**src/rtl/ctrl_blk_pkg.sv**
```systemverilog
// Shared types and constants for the ctrl_blk_2m byte-FIFO to RAM path.
//   wp_state_t     : word packer state (FILL = gathering bytes, HOLD = word on RAM port)
//   BYTES_PER_WORD : bytes assembled into one RAM word
//   BYTE_W         : FIFO data width
//   WORD_W         : RAM data width
//   CNT_W          : width of the per-word byte counters (must hold BYTES_PER_WORD)
package ctrl_blk_pkg;

  typedef enum logic {
    FILL = 1'b0,
    HOLD = 1'b1
  } wp_state_t;

  localparam int unsigned BYTES_PER_WORD = 4;
  localparam int unsigned BYTE_W         = 8;
  localparam int unsigned WORD_W         = BYTES_PER_WORD * BYTE_W;
  localparam int unsigned CNT_W          = 3;

endpackage

```
**src/rtl/wp_addr_cnt.sv**
```systemverilog
// Wrapping RAM write-address counter for the word packer.
//   clk   : clock, posedge
//   reset : synchronous, active-high; clears addr and wrap
//   inc   : advance the address by one (a word was accepted)
//   addr  : current write address, wraps from RAM_DEPTH-1 to 0
//   wrap  : registered 1-cycle pulse after an increment taken at RAM_DEPTH-1
module wp_addr_cnt #(
  parameter int unsigned ADDR_W    = 8,
  parameter int unsigned RAM_DEPTH = 256
) (
  input  logic              clk,
  input  logic              reset,
  input  logic              inc,
  output logic [ADDR_W-1:0] addr,
  output logic              wrap
);

  localparam logic [ADDR_W-1:0] LAST_ADDR = ADDR_W'(RAM_DEPTH - 1);

  logic at_last;

  assign at_last = (addr == LAST_ADDR);

  // Address register and wrap pulse.
  always_ff @(posedge clk) begin
    if (reset) begin
      addr <= '0;
      wrap <= 1'b0;
    end else begin
      wrap <= inc && at_last;
      if (inc) begin
        addr <= at_last ? '0 : addr + ADDR_W'(1);
      end
    end
  end

endmodule

```
**src/rtl/word_pack_wr.sv**
```systemverilog
// Word packer: reads bytes from the ctrl_blk_2m byte FIFO, packs four of them
// (first byte in [31:24]) into a 32-bit word and writes it to RAM with a
// valid/ready handshake at an auto-incrementing, wrapping address.
//   clk, reset : clock (posedge) and synchronous active-high reset
//   fifo_empty : FIFO has no data; no read strobe is issued while high
//   fifo_data  : FIFO read data, valid the cycle after fifo_rd
//   fifo_rd    : read strobe, one byte per high cycle (combinational)
//   ram_wr     : word valid, held until ram_ready
//   ram_ready  : RAM accepts the word in a cycle with ram_wr && ram_ready
//   ram_addr   : write address, stable while ram_wr is high
//   ram_data   : packed word, stable while ram_wr is high
//   wrap       : 1-cycle pulse after the word at RAM_DEPTH-1 is accepted
module word_pack_wr
  import ctrl_blk_pkg::*;
#(
  parameter int unsigned ADDR_W    = 8,
  parameter int unsigned RAM_DEPTH = 256
) (
  input  logic              clk,
  input  logic              reset,
  input  logic              fifo_empty,
  input  logic [7:0]        fifo_data,
  output logic              fifo_rd,
  output logic              ram_wr,
  input  logic              ram_ready,
  output logic [ADDR_W-1:0] ram_addr,
  output logic [31:0]       ram_data,
  output logic              wrap
);

  localparam logic [CNT_W-1:0] CNT_FULL = CNT_W'(BYTES_PER_WORD);
  localparam logic [CNT_W-1:0] CNT_LAST = CNT_W'(BYTES_PER_WORD - 1);
  localparam int unsigned      ASM_W    = WORD_W - BYTE_W;

  wp_state_t          state;
  logic [CNT_W-1:0]   issue_cnt;
  logic [CNT_W-1:0]   cap_cnt;
  logic               rd_vld;
  logic [ASM_W-1:0]   asm_bytes;
  logic [WORD_W-1:0]  next_word;
  logic               accept;

  // Reads stop at four strobes per word; reset masks the strobe so no byte
  // is popped from the FIFO and then dropped.
  assign fifo_rd = !reset && (state == FILL) && !fifo_empty && (issue_cnt < CNT_FULL);

  // Only the three earlier bytes need storage; the fourth comes straight
  // from fifo_data when the word completes.
  assign next_word = {asm_bytes, fifo_data};

  assign accept = (state == HOLD) && ram_wr && ram_ready;

  wp_addr_cnt #(
    .ADDR_W    (ADDR_W),
    .RAM_DEPTH (RAM_DEPTH)
  ) u_addr_cnt (
    .clk   (clk),
    .reset (reset),
    .inc   (accept),
    .addr  (ram_addr),
    .wrap  (wrap)
  );

  // Packer FSM with byte capture and RAM-port registers.
  always_ff @(posedge clk) begin
    if (reset) begin
      state     <= FILL;
      issue_cnt <= '0;
      cap_cnt   <= '0;
      rd_vld    <= 1'b0;
      asm_bytes <= '0;
      ram_wr    <= 1'b0;
      ram_data  <= '0;
    end else begin
      rd_vld <= fifo_rd;
      case (state)
        FILL: begin
          if (fifo_rd) begin
            issue_cnt <= issue_cnt + CNT_W'(1);
          end
          if (rd_vld) begin
            asm_bytes <= next_word[ASM_W-1:0];
            cap_cnt   <= cap_cnt + CNT_W'(1);
            if (cap_cnt == CNT_LAST) begin
              ram_data <= next_word;
              ram_wr   <= 1'b1;
              state    <= HOLD;
            end
          end
        end
        HOLD: begin
          if (ram_ready) begin
            ram_wr    <= 1'b0;
            issue_cnt <= '0;
            cap_cnt   <= '0;
            state     <= FILL;
          end
        end
        default: state <= FILL;
      endcase
    end
  end

endmodule
```
**config.mk**
```make
export PLATFORM = sky130hd
export DESIGN_NAME = word_pack_wr
export DESIGN_NICKNAME = d
export VERILOG_FILES = /design/src/rtl/ctrl_blk_pkg.sv /design/src/rtl/wp_addr_cnt.sv /design/src/rtl/word_pack_wr.sv
export SDC_FILE = /design/constraint.sdc
export NUM_CORES = 1
export LEC_CHECK = 0
export CAP_MARGIN = 10
export CORE_ASPECT_RATIO = 1.75
export CORE_MARGIN = 2
export CORE_UTILIZATION = 40
export DETAILED_ROUTE_END_ITERATION = 8
export PLACE_DENSITY = 0.66
export SYNTH_ARGS = -nofsm -noshare
export SYNTH_HDL_FRONTEND = slang
export SYNTH_HIERARCHICAL = 1
export SYNTH_SLANG_ARGS = --single-unit
export TNS_END_PERCENT = 1
```
**constraint.sdc**
```tcl
create_clock -name clk -period 1.5 [get_ports clk]
set_input_delay 0.225 -clock clk [delete_from_list [all_inputs] [get_ports clk]]
set_output_delay 0.225 -clock clk [all_outputs]
set_load 0.1 [all_outputs]
```
# Word level (Yosys, flattened, before mapping)
# Index checks and enable logic that the tools add are counted.
totals:
  ff_bits: 74
  out_inout_bits: 43
  inputBits: 12
  wordCells: 47
classes:
  n_eq_ne: 6
  n_addsub: 3
  n_lt_le_gt_ge: 1
  reduce_logical: 13
  bitwise_logic: 1
  mux: 14
op_table:
  columns: ["cell", "count"]
  rows:
  - ["3-bit one-hot mux with 2 select lines", 2]
  - ["3-bit two-way mux", 3]
  - ["8-bit by 1-bit adder with 8-bit output (second input constant)", 1]
  - ["8-bit equality test (second input constant)", 1]
  - ["8-bit two-way mux", 1]
  - ["3-bit by 1-bit adder with 3-bit output (second input constant)", 2]
  - ["1-bit logical AND", 6]
  - ["1-bit two-way mux", 6]
  - ["2-bit != test (second input constant)", 3]
  - ["2-bit AND reduction", 3]
  - ["3-bit AND reduction", 2]
  - ["1-bit one-hot mux with 2 select lines", 2]
  - ["3-bit by 2-bit equality test with 1-bit output (second input constant)", 1]
  - ["3-bit less-than comparator (second input constant)", 1]
  - ["1-bit zero test", 2]
  - ["2-bit by 1-bit != test with 1-bit output (second input constant)", 1]
  - ["1-bit NOT", 1]

# Logic depth before layout (Yosys ltp)
# Gate-level depths: netlist of the first run.
logic_depth:
  depth_word: 6
  depth_mapped: 7
  depth_no_buf: 5

# Hierarchy
# Netlist of the first run, hierarchy kept.
by_module_without_submodules:
  columns: ["mod", "area_per_inst_um2", "cells_each", "n_inst"]
  rows:
  - ["word_pack_wr", 2606.2, 285, 1]
  - ["wp_addr_cnt", 420.4, 48, 1]

# Worst setup path after synthesis of the first run
# OpenSTA, ideal clock, no wires.
synth_path:
  path_kind: "reg-to-reg"
  from: "reg ram_wr"
  to: "reg u_addr_cnt.addr[7]"
  setup_ns: 0.095
  setup_slack_ns: -0.662
  t_arrival_ns: 2.066
  period_less_slack_ns: 2.162
  required_time_ns: 1.405
  stages_incl_launch_ff: 6
  path_cell_list: "dfxtp_1 -> and3_1 -> clkbuf_2 -> nand3_1 -> or4b_1 -> o311ai_1"
synth_via:
  elab_chain_len: 2
synth_lines:
  columns: ["item", "line_no", "text"]
  rows:
  - ["start, declared", "word_pack_wr.sv:24", "output logic ram_wr,"]
  - ["start signal, assigned", "word_pack_wr.sv:72", "ram_wr <= 1'b0;"]
  - ["start signal, assigned", "word_pack_wr.sv:86", "ram_wr <= 1'b1;"]
  - ["start signal, assigned", "word_pack_wr.sv:93", "ram_wr <= 1'b0;"]
  - ["1-bit logical AND (2 in series)", "word_pack_wr.sv:51", "assign accept = (state == HOLD) && ram_wr && ram_ready;"]
  - ["via accept", "word_pack_wr.sv:41", "logic accept;"]
  - ["end signal, assigned", "wp_addr_cnt.sv:32", "addr <= at_last ? '0 : addr + ADDR_W'(1);"]
  - ["end, declared", "wp_addr_cnt.sv:14", "output logic [ADDR_W-1:0] addr,"]
# The timed path passes the listed nets, and every way through them passes these cells.
# A chain may end at the register's enable or synchronous reset.

# Worst setup path after layout of the first run
layout_path:
  from: "reg issue_cnt[2]"
  to: "out fifo_rd"
layout_via:
  elab_chain_len: 2
layout_lines:
  columns: ["item", "line_no", "text"]
  rows:
  - ["start, declared", "word_pack_wr.sv:36", "logic [CNT_W-1:0] issue_cnt;"]
  - ["start signal, assigned", "word_pack_wr.sv:79", "issue_cnt <= issue_cnt + CNT_W'(1);"]
  - ["3-bit less-than comparator", "word_pack_wr.sv:45", "assign fifo_rd = !reset && (state == FILL) && !fifo_empty && (issue_cnt < CNT_FULL);"]
  - ["1-bit logical AND", "word_pack_wr.sv:45", null]
  - ["end, declared", "word_pack_wr.sv:23", "output logic fifo_rd,"]
# No other way between the ends.

==> report_table.html, run 1 <==
<table>
<tr><th>Metric</th><th>Value</th></tr>
<tr><th colspan="2">STA</th></tr>
<tr><td>Final critical-path required period</td><td>approximately 1.5 ns</td></tr>
<tr><td>Number of setup violations in the final report</td><td>0</td></tr>
<tr><td>Endpoints failing hold</td><td>0</td></tr>
<tr><td>RSZ-0062 raised after global routing</td><td>true</td></tr>
<tr><td>Max frequency</td><td>684.0 MHz</td></tr>
<tr><td>Setup clock skew after layout</td><td>0.005985 ns</td></tr>
<tr><td>Setup WS post-layout</td><td>around 0.038 ns</td></tr>
<tr><td>Relative slew slack</td><td>80.91%</td></tr>
<tr><td>Slew Viols, Final</td><td>0</td></tr>
<tr><td>Worst slew pin tran</td><td>roughly 0.28 ns</td></tr>
<tr><td>Final clock period utilization by the worst path</td><td>97.46%</td></tr>
<tr><td>Final sum of negative setup slack</td><td>0 ns</td></tr>
<tr><td>Post-Route Hold Slack</td><td>0.2444 ns</td></tr>
<tr><th colspan="2">Power</th></tr>
<tr><td>Net Sw Frac</td><td>around a fifth</td></tr>
<tr><td>Net switching power of the design</td><td>999.7 uW</td></tr>
<tr><td>Fraction of power consumed by the clock network</td><td>about half</td></tr>
<tr><td>Standby leakage power</td><td>roughly 1.6 nW</td></tr>
<tr><td>Power Density</td><td>approximately 1100 mW/mm^2</td></tr>
<tr><td>Final total power</td><td>4.773 mW</td></tr>
<tr><td>Combinational power share</td><td>5.5%</td></tr>
<tr><td>Maximum vdd ir drop</td><td>1.009 mV</td></tr>
<tr><td>Internal portion of total power</td><td>between 3 and 4 mW</td></tr>
<tr><td>Fraction of power consumed by sequential logic</td><td>42.6%</td></tr>
<tr><th colspan="2">Global routing</th></tr>
<tr><td>Highest-utilization routing layer at the global route stage</td><td>met2</td></tr>
<tr><td>Global-route wire length before repair</td><td>10940 um</td></tr>
<tr><td>Via count of the first global-routing pass</td><td>2400</td></tr>
<tr><td>Met1 routing resource usage after global routing</td><td>17.48%</td></tr>
<tr><td>Met2 track demand over resource</td><td>29.33%</td></tr>
<tr><td>Grt met3 use</td><td>under 10%</td></tr>
<tr><td>Total global-route track usage</td><td>16.52%</td></tr>
<tr><td>Initial antenna violation count</td><td>0</td></tr>
<tr><td>Pin count of the biggest net entering global routing</td><td>46</td></tr>
<tr><td>Total grt overflow</td><td>0</td></tr>
<tr><th colspan="2">Yosys</th></tr>
<tr><td>Synthesized net count</td><td>349</td></tr>
<tr><td>Sequential area share after synthesis</td><td>around 49%</td></tr>
<tr><td>Yosys warning total</td><td>6</td></tr>
<tr><td>Synthesized area</td><td>0.003027 sq mm</td></tr>
<tr><td>Yosys cell types</td><td>37</td></tr>
<tr><td>Total of flip-flops plus latches after synthesis</td><td>between 70 and 80</td></tr>
<tr><td>Post-Synthesis Mean Instance Area</td><td>a little over 9 sq um</td></tr>
<tr><td>Post-Syn Instances</td><td>roughly 330</td></tr>
<tr><th colspan="2">Placement</th></tr>
<tr><td>Dpl cells</td><td>468</td></tr>
<tr><td>DPL Wire Length</td><td>~4500 um</td></tr>
<tr><td>Final weighted congestion in routability-driven placement</td><td>0.7704</td></tr>
<tr><td>Count of input and output buffers</td><td>54</td></tr>
<tr><td>Worst setup timing slack at the placement stage</td><td>-0.2734 ns</td></tr>
<tr><td>Cell Area, Placed</td><td>about 0.004 sq mm</td></tr>
<tr><th colspan="2">Critical path</th></tr>
<tr><td>Worst Setup End Kind</td><td>output port</td></tr>
<tr><td>Required time of the critical path</td><td>between 1 and 1.5 ns</td></tr>
<tr><td>Critical path launch point type</td><td>flip-flop</td></tr>
<tr><td>Crit Path Class</td><td>reg -&gt; out</td></tr>
<tr><td>Slowest library cell on the worst path</td><td>sky130_fd_sc_hd__nor4_4</td></tr>
<tr><td>Slowest cell delay on critical path</td><td>0.35 ns</td></tr>
<tr><td>Worst path bufs/invs</td><td>1</td></tr>
<tr><td>Worst path top cell family by delay</td><td>simple AND/OR/NAND/NOR gates</td></tr>
<tr><td>CP arrival</td><td>1.24 ns</td></tr>
<tr><td>Series of cell instances along the critical path</td><td>nor4_4 &gt; buf_12</td></tr>
<tr><td>Max Fanout on Critical Path</td><td>3</td></tr>
<tr><th colspan="2">Cells and area</th></tr>
<tr><td>Fin cells</td><td>484</td></tr>
<tr><td>Final Core Density</td><td>between 50% and 60%</td></tr>
<tr><td>Layout cells sized above 1</td><td>37.37%</td></tr>
<tr><td>Most frequent standard cell in the layout excluding fill and tap cells</td><td>sky130_fd_sc_hd__nand2_1</td></tr>
<tr><td>Antenna Cells</td><td>0</td></tr>
<tr><td>Commonest cells after routing, fill and taps aside</td><td>87 x sky130_fd_sc_hd__nand2_1, 67 x sky130_fd_sc_hd__dfxtp_1, 46 x sky130_fd_sc_hd__buf_12, 30 x sky130_fd_sc_hd__a21oi_1</td></tr>
<tr><td>Signed area change from the synthesized netlist to the final layout</td><td>46.63%</td></tr>
<tr><td># nets final</td><td>between 400 and 500</td></tr>
<tr><td>Final design area excluding fillers</td><td>0.004438 sq mm</td></tr>
<tr><th colspan="2">Floorplanning</th></tr>
<tr><td>Core area</td><td>between 0.007 and 0.008 sq mm</td></tr>
<tr><td>Die H</td><td>119.1 um</td></tr>
<tr><td>Placement Rows</td><td>42</td></tr>
<tr><td>Initial standard-cell utilization of the core</td><td>40.56%</td></tr>
<tr><td>Number of ports placed on the die boundary</td><td>55</td></tr>
<tr><td>Die X-Extent</td><td>69.76 um</td></tr>
<tr><td>Die Area</td><td>roughly 0.0083 sq mm</td></tr>
<tr><th colspan="2">Routing</th></tr>
<tr><td>Vias per cell</td><td>4.911</td></tr>
<tr><td>Total Routed Length</td><td>6397 um</td></tr>
<tr><td>DR vias</td><td>2377</td></tr>
<tr><td>Average detailed-routed wire length per instance</td><td>about 13 um</td></tr>
<tr><td>Antenna viol nets, final</td><td>0</td></tr>
<tr><td>Drc violations</td><td>0</td></tr>
<tr><td>Count of TritonRoute iterations in the first routing pass</td><td>4</td></tr>
<tr><td>Starting DRT DRC Count</td><td>142</td></tr>
<tr><th colspan="2">Clock tree</th></tr>
<tr><td>Clock Latency Late Sink</td><td>0.33 ns</td></tr>
<tr><td>Post-CTS setup buffer count</td><td>0</td></tr>
<tr><td>TritonCTS sink count</td><td>74</td></tr>
<tr><td>Num CTS Buffers</td><td>9</td></tr>
<tr><td>CTS root buf</td><td>sky130_fd_sc_hd__clkbuf_16</td></tr>
<tr><td>Maximum count of clock buffers along a single path</td><td>2</td></tr>
<tr><td>Clock tree from TritonCTS</td><td>yes</td></tr>
<tr><td>Clock-pin slew reported for the worst setup and hold paths after clock tree synthesis</td><td>approximately 0.060 ns</td></tr>
<tr><td>H-tree lvl count</td><td>3</td></tr>
<tr><th colspan="2">Job</th></tr>
<tr><td>Max-cap violations</td><td>0</td></tr>
<tr><th colspan="2">Min path</th></tr>
<tr><td>Type of the tightest min-delay check</td><td>in -&gt; reg</td></tr>
<tr><th colspan="2">Outcome</th></tr>
<tr><td>Status</td><td>complete, no violations</td></tr>
</table>
synth_stat cells:
library cell | count | share of area [%]
sky130_fd_sc_hd__a21oi_1 | 30 | 5.0
sky130_fd_sc_hd__a21oi_2 | 29 | 8.4
sky130_fd_sc_hd__a22oi_1 | 2 | 0.50
sky130_fd_sc_hd__a2bb2oi_1 | 1 | 0.29
sky130_fd_sc_hd__and3_1 | 1 | 0.21
sky130_fd_sc_hd__and3b_1 | 1 | 0.29
sky130_fd_sc_hd__buf_12 | 3 | 2.0
sky130_fd_sc_hd__buf_2 | 9 | 1.5
sky130_fd_sc_hd__buf_4 | 3 | 0.74
sky130_fd_sc_hd__buf_6 | 5 | 1.9
sky130_fd_sc_hd__clkbuf_1 | 2 | 0.25
sky130_fd_sc_hd__clkbuf_2 | 1 | 0.17
sky130_fd_sc_hd__dfxtp_1 | 74 | 49
sky130_fd_sc_hd__ha_1 | 4 | 1.7
sky130_fd_sc_hd__inv_1 | 4 | 0.50
sky130_fd_sc_hd__mux2_2 | 1 | 0.37
sky130_fd_sc_hd__mux2i_1 | 4 | 1.3
sky130_fd_sc_hd__nand2_1 | 87 | 11
sky130_fd_sc_hd__nand2_2 | 29 | 6.0
sky130_fd_sc_hd__nand2b_1 | 3 | 0.62
sky130_fd_sc_hd__nand3_1 | 1 | 0.17
sky130_fd_sc_hd__nand3_2 | 1 | 0.33
sky130_fd_sc_hd__nand3b_1 | 3 | 0.74
sky130_fd_sc_hd__nand3b_4 | 1 | 0.66
sky130_fd_sc_hd__nand4_1 | 3 | 0.62
sky130_fd_sc_hd__nor2_1 | 14 | 1.7
sky130_fd_sc_hd__nor2b_1 | 1 | 0.21
sky130_fd_sc_hd__nor3_1 | 4 | 0.66
sky130_fd_sc_hd__nor4_1 | 2 | 0.41
sky130_fd_sc_hd__nor4_4 | 1 | 0.70
sky130_fd_sc_hd__o21ai_0 | 1 | 0.17
sky130_fd_sc_hd__o311ai_1 | 1 | 0.29
sky130_fd_sc_hd__o31ai_1 | 1 | 0.25
sky130_fd_sc_hd__or4_1 | 1 | 0.25
sky130_fd_sc_hd__or4b_1 | 1 | 0.33
sky130_fd_sc_hd__xnor2_1 | 1 | 0.29
sky130_fd_sc_hd__xor2_1 | 3 | 0.87
power groups by stage:
stage	Combinational [mW]	Clock (mW)	Sequential, mW
after floorplan	0.138	0	2.10
final	0.263	2.48	2.03
after global placement	0.258	0	2.07
after global routing	0.281	2.61	2.04
after CTS	0.264	2.53	2.03
after detailed placement	0.264	0	2.08
sequential cells by signal, summed over array words and instances, names as in the netlist:
register / count
u_addr_cnt/addr: 8
ram_wr: 1
ram_data: 32
asm_bytes: 24
issue_cnt: 3
state: 1
cap_cnt: 3
rd_vld: 1
u_addr_cnt/wrap: 1
logic make-up after synthesis:
kind of cell | share of synthesized area [%]
mux | 1.695
buf+inv | 6.986
simple gates | 24.72
fa+ha+maj | 1.654
compound gates | 14.84
flops | 48.95
xor+xnor | 1.158
what timing repair did:
item | in CTS | in global routing
hold buffers | 0 | 0
setup endpoints to repair | 0 | 2
gates resized for setup | 0 | 3
layer usage:
layer | vias to the layer above | part of all wire, %
met5 | - | 0
met2 | 49 | 54
li1 | 1211 | -
met3 | 8 | 4.3
met1 | 1109 | 40
met4 | 0 | 2.3
layout make-up:
type / count / area (sq um)
clock buffers: 10 / 239.0
clock inverters: 6 / 113.9
fillers: 620 / 3024
inverters: 4 / 15.01
multi-input cells: 232 / 1340
flip-flops and latches: 74 / 1490
well taps: 88 / 110.1
repair buffers: 70 / 1130
path summary, 6_finish.rpt:
check,start,endpoint,slack (ns),cells past startpoint
worst max-delay path,issue_cnt[2],fifo_rd,0.04,2
worst min-delay path,reset,u_addr_cnt/addr[4],0.24,2
worst max register to register,cap_cnt[0],ram_data[20],0.08,6
worst min register to register,asm_bytes[20],ram_data[28],0.45,2
(Power assumes the default switching activity.)
==> run 2: changes to the inputs <==
--- a/config.mk
+++ b/config.mk
@@ -6,11 +6,13 @@
 export NUM_CORES = 1
 export LEC_CHECK = 0
 export CAP_MARGIN = 10
+export CELL_PAD_IN_SITES_DETAIL_PLACEMENT = 0
+export CELL_PAD_IN_SITES_GLOBAL_PLACEMENT = 1
 export CORE_ASPECT_RATIO = 1.75
 export CORE_MARGIN = 2
-export CORE_UTILIZATION = 40
+export CORE_UTILIZATION = 35
 export DETAILED_ROUTE_END_ITERATION = 8
-export PLACE_DENSITY = 0.66
+export PLACE_DENSITY_LB_ADDON = 0.08
 export SYNTH_ARGS = -nofsm -noshare
 export SYNTH_HDL_FRONTEND = slang
 export SYNTH_HIERARCHICAL = 1
==> run 2 against run 1 <==
Effect of this change:
- total power is 12% lower
- clock skew is 0.0022 ns lower
- largest power group is now sequential cells
- register-to-register slack worse by 0.03 ns
- largest cell class unchanged
==> report_table.html, run 2 (synthesis results as in run 1) <==
<table>
<tr><th>Metric</th><th>Value</th></tr>
<tr><th colspan="2">Critical path</th></tr>
<tr><td>Slowest library cell on the worst path</td><td>sky130_fd_sc_hd__clkdlybuf4s50_1</td></tr>
<tr><td>Worst Setup End Kind</td><td>output port</td></tr>
<tr><td>Required time of the critical path</td><td>between 1 and 1.5 ns</td></tr>
<tr><td>Worst path bufs/invs</td><td>2</td></tr>
<tr><td>Max Fanout on Critical Path</td><td>2</td></tr>
<tr><td>Crit Path Class</td><td>in -&gt; out</td></tr>
<tr><td>Slowest cell delay on critical path</td><td>0.45 ns</td></tr>
<tr><td>Critical path launch point type</td><td>input port</td></tr>
<tr><td>CP arrival</td><td>1.25 ns</td></tr>
<tr><td>Worst path top cell family by delay</td><td>buffers and inverters</td></tr>
<tr><td>Series of cell instances along the critical path</td><td>clkdlybuf4s50_1 &gt; nor4_4 &gt; buf_12</td></tr>
<tr><th colspan="2">Cells and area</th></tr>
<tr><td>Most frequent standard cell in the layout excluding fill and tap cells</td><td>sky130_fd_sc_hd__nand2_1</td></tr>
<tr><td>Flip-flop count of the largest register after layout</td><td>32</td></tr>
<tr><td>Top register by number of flip-flops</td><td>ram_data</td></tr>
<tr><td>Area taken by multi-input logic gates</td><td>0.001344 sq mm</td></tr>
<tr><td>Largest registers ranked by flip-flop count</td><td>ram_data: 32 flops, asm_bytes: 24 flops, u_addr_cnt/addr: 8 flops</td></tr>
<tr><td># nets final</td><td>413</td></tr>
<tr><td>Commonest cells after routing, fill and taps aside</td><td>87 x sky130_fd_sc_hd__nand2_1, 66 x sky130_fd_sc_hd__dfxtp_1, 48 x sky130_fd_sc_hd__buf_12, 30 x sky130_fd_sc_hd__a21oi_2</td></tr>
<tr><td>Signed area change from the synthesized netlist to the final layout</td><td>48.16%</td></tr>
<tr><td>Area taken by flip-flops and latches</td><td>0.001491 sq mm</td></tr>
<tr><td>Antenna Cells</td><td>0</td></tr>
<tr><td>Layout cells sized above 1</td><td>37.50%</td></tr>
<tr><td>Final design area excluding fillers</td><td>0.004484 sq mm</td></tr>
<tr><td>Count of filler cells inserted in the layout</td><td>798</td></tr>
<tr><th colspan="2">Global routing</th></tr>
<tr><td>Pin count of the biggest net entering global routing</td><td>29</td></tr>
<tr><td>Global-route wire length before repair</td><td>11190 um</td></tr>
<tr><td>Total grt overflow</td><td>0</td></tr>
<tr><td>Total global-route track usage</td><td>15.58%</td></tr>
<tr><td>Initial antenna violation count</td><td>0</td></tr>
<tr><td>Via count of the first global-routing pass</td><td>2279</td></tr>
<tr><th colspan="2">Routing</th></tr>
<tr><td>Total Routed Length</td><td>7024 um</td></tr>
<tr><td>DR vias</td><td>2387</td></tr>
<tr><td>Starting DRT DRC Count</td><td>124</td></tr>
<tr><td>Vias per cell</td><td>4.635</td></tr>
<tr><td>Antenna viol nets, final</td><td>0</td></tr>
<tr><td>Drc violations</td><td>0</td></tr>
<tr><td>Count of TritonRoute iterations in the first routing pass</td><td>4</td></tr>
<tr><td>Average detailed-routed wire length per instance</td><td>13.64 um</td></tr>
<tr><th colspan="2">STA</th></tr>
<tr><td>Post-Route Hold Slack</td><td>0.2884 ns</td></tr>
<tr><td>RSZ-0062 raised after global routing</td><td>true</td></tr>
<tr><td>Final clock period utilization by the worst path</td><td>98.11%</td></tr>
<tr><td>Setup clock skew after layout</td><td>0.003776 ns</td></tr>
<tr><td>Slew Viols, Final</td><td>0</td></tr>
<tr><td>Final critical-path required period</td><td>about 1.5 ns</td></tr>
<tr><td>Number of setup violations in the final report</td><td>0</td></tr>
<tr><td>Worst slew pin tran</td><td>0.3827 ns</td></tr>
<tr><td>Relative slew slack</td><td>74.49%</td></tr>
<tr><td>Max frequency</td><td>679.5 MHz</td></tr>
<tr><td>Endpoints failing hold</td><td>0</td></tr>
<tr><th colspan="2">Placement</th></tr>
<tr><td>Final weighted congestion in routability-driven placement</td><td>0.6919</td></tr>
<tr><td>DPL Wire Length</td><td>4778 um</td></tr>
<tr><td>Cell Area, Placed</td><td>a little over 0.004 sq mm</td></tr>
<tr><td>Count of input and output buffers</td><td>54</td></tr>
<tr><th colspan="2">Clock tree</th></tr>
<tr><td>Clock Latency Late Sink</td><td>0.33 ns</td></tr>
<tr><td>CTS Hold Bufs</td><td>0</td></tr>
<tr><td>H-tree lvl count</td><td>3</td></tr>
<tr><td>Clock-pin slew reported for the worst setup and hold paths after clock tree synthesis</td><td>0.05 ns</td></tr>
<tr><td>Maximum count of clock buffers along a single path</td><td>2</td></tr>
<tr><td>CTS root buf</td><td>sky130_fd_sc_hd__clkbuf_16</td></tr>
<tr><td>Clock tree from TritonCTS</td><td>yes</td></tr>
<tr><td>TritonCTS sink count</td><td>74</td></tr>
<tr><td>Num CTS Buffers</td><td>9</td></tr>
<tr><th colspan="2">Power</th></tr>
<tr><td>Power Density</td><td>936.2 mW/mm^2</td></tr>
<tr><td>Standby leakage power</td><td>1.579 nW</td></tr>
<tr><td>Maximum vdd ir drop</td><td>0.5612 mV</td></tr>
<tr><th colspan="2">Floorplanning</th></tr>
<tr><td>Die Area</td><td>0.009437 sq mm</td></tr>
<tr><td>Placement Rows</td><td>between 40 and 50</td></tr>
<tr><td>Die H</td><td>127.0 um</td></tr>
<tr><td>Number of ports placed on the die boundary</td><td>55</td></tr>
<tr><td>Die X-Extent</td><td>74.30 um</td></tr>
<tr><td>Core area</td><td>0.008368 sq mm</td></tr>
<tr><td>Initial standard-cell utilization of the core</td><td>36.17%</td></tr>
<tr><th colspan="2">Min path</th></tr>
<tr><td>Type of the tightest min-delay check</td><td>in -&gt; reg</td></tr>
<tr><th colspan="2">Job</th></tr>
<tr><td>Max-cap violations</td><td>0</td></tr>
<tr><th colspan="2">Outcome</th></tr>
<tr><td>Status</td><td>complete, no violations</td></tr>
</table>
[run 2: cell count changes in the layout (fill, tap and decap cells not counted), moves of 2 or more]
cell                         change
sky130_fd_sc_hd__clkinvlp_4      -2
sky130_fd_sc_hd__bufinv_16       -3
sky130_fd_sc_hd__buf_12          +2
sky130_fd_sc_hd__clkbuf_16       +2
sky130_fd_sc_hd__clkbuf_1        +4
[run 2: cell type report]
type	count	area share [%]
Clock buffer	14	5.664
Sequential cell	74	33.26
Multi-Input combinational cell	232	29.97
Timing Repair Buffer	76	27.57
Inverter	4	0.3348
Tap cell	115	3.209
[run 2: where the power goes]
group	internal [mW]	switching [mW]	leakage, nW	total [mW]
logic	0.114	0.162	0.854	0.276
registers	2.00	0.0340	0.602	2.03
clock network	1.15	0.739	0.123	1.89
[run 2: per-layer routing]
metal  track usage [%]  share of wire [%]  vias up
met2             26.21                 54       40
met4             8.508                1.8        0
met5                 0                  0        -
met3             2.918                3.1       10
li1                  -                  -     1222
met1             18.18                 41     1115
[run 2: path summary, 6_finish.rpt]
kind,start,to,slack (ns),depth (start not counted)
setup / recovery,fifo_empty,fifo_rd,0.03,3
hold / removal,reset,cap_cnt[0],0.29,2
setup reg to reg,cap_cnt[1],ram_data[16],0.05,6
hold reg to reg,asm_bytes[17],ram_data[25],0.45,2
[run 2: stage by stage]
stage / total power, mW / TNS, ns / cells / worst slack, ns / utilization (%)
finish: 4.198 / 0 / 515 / 0.02833 / 53.59
floorplan: 2.240 / -1.788 / 333 / -0.3385 / -
detailed placement: 2.355 / -0.7505 / 497 / -0.2213 / 49.60
global route: 4.353 / -0.4616 / 515 / -0.03158 / 53.59
CTS: 4.240 / 0 / 511 / 0.004950 / 52.63
global placement: 2.352 / -0.5989 / 497 / -0.1894 / 49.60
[run 2: timing repair]
action | in CTS | in global routing
buffers inserted | 0 | 1
resized for setup | 0 | 4
setup endpoints to repair | 0 | 32
==> run 3: changes to the inputs <==
--- a/config.mk
+++ b/config.mk
@@ -8,11 +8,11 @@
 export CAP_MARGIN = 10
 export CELL_PAD_IN_SITES_DETAIL_PLACEMENT = 0
 export CELL_PAD_IN_SITES_GLOBAL_PLACEMENT = 1
-export CORE_ASPECT_RATIO = 1.75
+export CORE_ASPECT_RATIO = 1.1
 export CORE_MARGIN = 2
 export CORE_UTILIZATION = 35
 export DETAILED_ROUTE_END_ITERATION = 8
-export PLACE_DENSITY_LB_ADDON = 0.08
+export PLACE_DENSITY = 0.84
 export SYNTH_ARGS = -nofsm -noshare
 export SYNTH_HDL_FRONTEND = slang
 export SYNTH_HIERARCHICAL = 1
==> run 3 against run 2 <==
Effect of this change:
- total power down 5.1%
- global-route usage down 1.4 points
- register-to-register slack worse by 0.02 ns
- wire length down 4.4%
- non-clock buffer count down 6
- die area down 0.30%
- hold slack worse by 0.065 ns
- cell count down 1.6%
- clock skew up 0.0046 ns
- combinational power down 2%
- largest power group unchanged
==> report_table.html, run 3 (synthesis results as in run 1) <==
<table>
<tr><th>Metric</th><th>Value</th></tr>
<tr><th colspan="2">Routing</th></tr>
<tr><td>Vias per cell</td><td>roughly 4.8</td></tr>
<tr><td>Drc violations</td><td>0</td></tr>
<tr><td>DR vias</td><td>approximately 2400</td></tr>
<tr><td>Count of TritonRoute iterations in the first routing pass</td><td>4</td></tr>
<tr><td>Total Routed Length</td><td>6715 um</td></tr>
<tr><td>Average detailed-routed wire length per instance</td><td>13.24 um</td></tr>
<tr><td>Starting DRT DRC Count</td><td>80</td></tr>
<tr><td>Antenna viol nets, final</td><td>0</td></tr>
<tr><th colspan="2">Power</th></tr>
<tr><td>Final total power</td><td>3.986 mW</td></tr>
<tr><td>Standby leakage power</td><td>1.537 nW</td></tr>
<tr><td>Maximum vdd ir drop</td><td>0.5148 mV</td></tr>
<tr><td>Power Density</td><td>899.6 mW/mm^2</td></tr>
<tr><th colspan="2">Clock tree</th></tr>
<tr><td>Maximum count of clock buffers along a single path</td><td>2</td></tr>
<tr><td>CTS Hold Bufs</td><td>0</td></tr>
<tr><td>CTS root buf</td><td>sky130_fd_sc_hd__clkbuf_8</td></tr>
<tr><td>Clock tree from TritonCTS</td><td>yes</td></tr>
<tr><td>Clock Latency Late Sink</td><td>0.34 ns</td></tr>
<tr><td>Post-CTS setup buffer count</td><td>0</td></tr>
<tr><td>Num CTS Buffers</td><td>9</td></tr>
<tr><td>TritonCTS sink count</td><td>74</td></tr>
<tr><td>Clock-pin slew reported for the worst setup and hold paths after clock tree synthesis</td><td>0.08 ns</td></tr>
<tr><td>H-tree lvl count</td><td>3</td></tr>
<tr><th colspan="2">Global routing</th></tr>
<tr><td>Global-route wire length before repair</td><td>10670 um</td></tr>
<tr><td>Highest-utilization routing layer at the global route stage</td><td>met2</td></tr>
<tr><td>Initial antenna violation count</td><td>0</td></tr>
<tr><td>Total grt overflow</td><td>0</td></tr>
<tr><td>Met2 track demand over resource</td><td>24.59%</td></tr>
<tr><td>Pin count of the biggest net entering global routing</td><td>about 60</td></tr>
<tr><td>Grt met3 use</td><td>about 2.9%</td></tr>
<tr><td>Total global-route track usage</td><td>14.16%</td></tr>
<tr><td>Via count of the first global-routing pass</td><td>2340</td></tr>
<tr><td>Met1 routing resource usage after global routing</td><td>between 10% and 20%</td></tr>
<tr><th colspan="2">Floorplanning</th></tr>
<tr><td>Die H</td><td>roughly 100 um</td></tr>
<tr><td>Die Area</td><td>0.009408 sq mm</td></tr>
<tr><td>Core area</td><td>0.008408 sq mm</td></tr>
<tr><td>Initial standard-cell utilization of the core</td><td>36.00%</td></tr>
<tr><td>Die X-Extent</td><td>92.67 um</td></tr>
<tr><td>Placement Rows</td><td>35</td></tr>
<tr><td>Number of ports placed on the die boundary</td><td>between 50 and 60</td></tr>
<tr><th colspan="2">Cells and area</th></tr>
<tr><td>Antenna Cells</td><td>0</td></tr>
<tr><td>Fin cells</td><td>507</td></tr>
<tr><td>Signed area change from the synthesized netlist to the final layout</td><td>46.38%</td></tr>
<tr><td>Largest registers ranked by flip-flop count</td><td>ram_data: 32 flops, asm_bytes: 24 flops, u_addr_cnt/addr: 8 flops</td></tr>
<tr><td>Top register by number of flip-flops</td><td>ram_data</td></tr>
<tr><td>Most frequent standard cell in the layout excluding fill and tap cells</td><td>sky130_fd_sc_hd__nand2_1</td></tr>
<tr><td>Layout cells sized above 1</td><td>38.38%</td></tr>
<tr><td>Final Core Density</td><td>52.69%</td></tr>
<tr><td>Count of filler cells inserted in the layout</td><td>roughly 750</td></tr>
<tr><td>Commonest cells after routing, fill and taps aside</td><td>87 x sky130_fd_sc_hd__nand2_1, 66 x sky130_fd_sc_hd__dfxtp_1, 48 x sky130_fd_sc_hd__buf_12, 31 x sky130_fd_sc_hd__a21oi_2, 29 x sky130_fd_sc_hd__nand2_2</td></tr>
<tr><td># nets final</td><td>408</td></tr>
<tr><td>Flip-flop count of the largest register after layout</td><td>32</td></tr>
<tr><th colspan="2">Placement</th></tr>
<tr><td>DPL Wire Length</td><td>4266 um</td></tr>
<tr><td>Final weighted congestion in routability-driven placement</td><td>between 0.7 and 0.8</td></tr>
<tr><td>Count of input and output buffers</td><td>54</td></tr>
<tr><td>Worst setup timing slack at the placement stage</td><td>-0.2211 ns</td></tr>
<tr><td>Dpl cells</td><td>489</td></tr>
<tr><th colspan="2">STA</th></tr>
<tr><td>Slew Viols, Final</td><td>0</td></tr>
<tr><td>Post-Route Hold Slack</td><td>0.2238 ns</td></tr>
<tr><td>Endpoints failing hold</td><td>0</td></tr>
<tr><td>Setup clock skew after layout</td><td>0.008382 ns</td></tr>
<tr><td>Final clock period utilization by the worst path</td><td>roughly 100%</td></tr>
<tr><td>RSZ-0062 raised after global routing</td><td>true</td></tr>
<tr><td>Worst slew pin tran</td><td>0.4526 ns</td></tr>
<tr><td>Relative slew slack</td><td>69.67%</td></tr>
<tr><td>Max frequency</td><td>roughly 670 MHz</td></tr>
<tr><td>Setup WS post-layout</td><td>0.005774 ns</td></tr>
<tr><td>Number of setup violations in the final report</td><td>0</td></tr>
<tr><td>Final critical-path required period</td><td>1.494 ns</td></tr>
<tr><th colspan="2">Critical path</th></tr>
<tr><td>Required time of the critical path</td><td>1.27 ns</td></tr>
<tr><td>CP arrival</td><td>1.27 ns</td></tr>
<tr><td>Register-to-register setup slack</td><td>0.03 ns</td></tr>
<tr><td>Max Fanout on Critical Path</td><td>3</td></tr>
<tr><td>Worst Setup End Kind</td><td>output port</td></tr>
<tr><td>Critical path launch point type</td><td>flip-flop</td></tr>
<tr><td>Crit Path Class</td><td>reg -&gt; out</td></tr>
<tr><th colspan="2">Job</th></tr>
<tr><td>Max-cap violations</td><td>0</td></tr>
<tr><th colspan="2">Outcome</th></tr>
<tr><td>Status</td><td>complete, no violations</td></tr>
<tr><th colspan="2">Min path</th></tr>
<tr><td>Type of the tightest min-delay check</td><td>in -&gt; reg</td></tr>
</table>
run 3: report_power, final:
group	internal [mW]	total, mW	leakage [nW]	switching [mW]
Sequential	2.00	2.03	0.602	0.0368
Combinational	0.111	0.271	0.829	0.160
Clock	0.936	1.68	0.106	0.746
Total	3.04	3.99	1.54	0.943
run 3: repair_timing:
| item | in CTS | in global routing |
|---|---|---|
| resized for setup | 0 | 9 |
| gates cloned | 0 | 3 |
| endpoints found under the hold margin | 0 | 0 |
| endpoints found under the setup margin | 32 | 35 |
| pin swaps | 1 | 0 |
run 3: worst paths after layout:
path	cells after the start	from	endpoint
hold / removal	2	reset	issue_cnt[2]
setup / recovery	2	issue_cnt[2]	fifo_rd
hold reg to reg	2	asm_bytes[16]	ram_data[24]
setup reg to reg	5	cap_cnt[1]	ram_data[15]
run 3: per-layer routing:
layer / vias to the layer above / part of all wire (%) / wire, um
met4: 0 / 1.8 / 119
met2: 51 / 50 / 3350
met5: - / 0 / 0
li1: 1214 / - / -
met3: 8 / 4.3 / 288
met1: 1170 / 44 / 2957
run 3: final cells by class:
type,instances,area (sq um),share of cell area (%)
tap,111,138.9,3.135
inverter,4,15.01,0.3389
timing repair buffer,70,1190,26.86
sequential,74,1491,33.66
clock buffer,9,123.9,2.796
multi-input combinational,233,1381,31.18
clock inverter,6,90.09,2.033
run 3: stage by stage:
| step | instance area, sq um | setup TNS [ns] |
|---|---|---|
| after floorplan | 3039 | -1.788 |
| after global routing | 4431 | -0.06149 |
| final | 4431 | 0 |
| after detailed placement | 4115 | -0.7126 |
| after global placement | 4115 | -0.4579 |
| after CTS | 4329 | -0.4219 |
run 3: critical path, cell delays in order (launching register included):
cell and delay, ns:
sky130_fd_sc_hd__dfxtp_2 0.35, sky130_fd_sc_hd__nor4_4 0.36, sky130_fd_sc_hd__buf_12 0.22
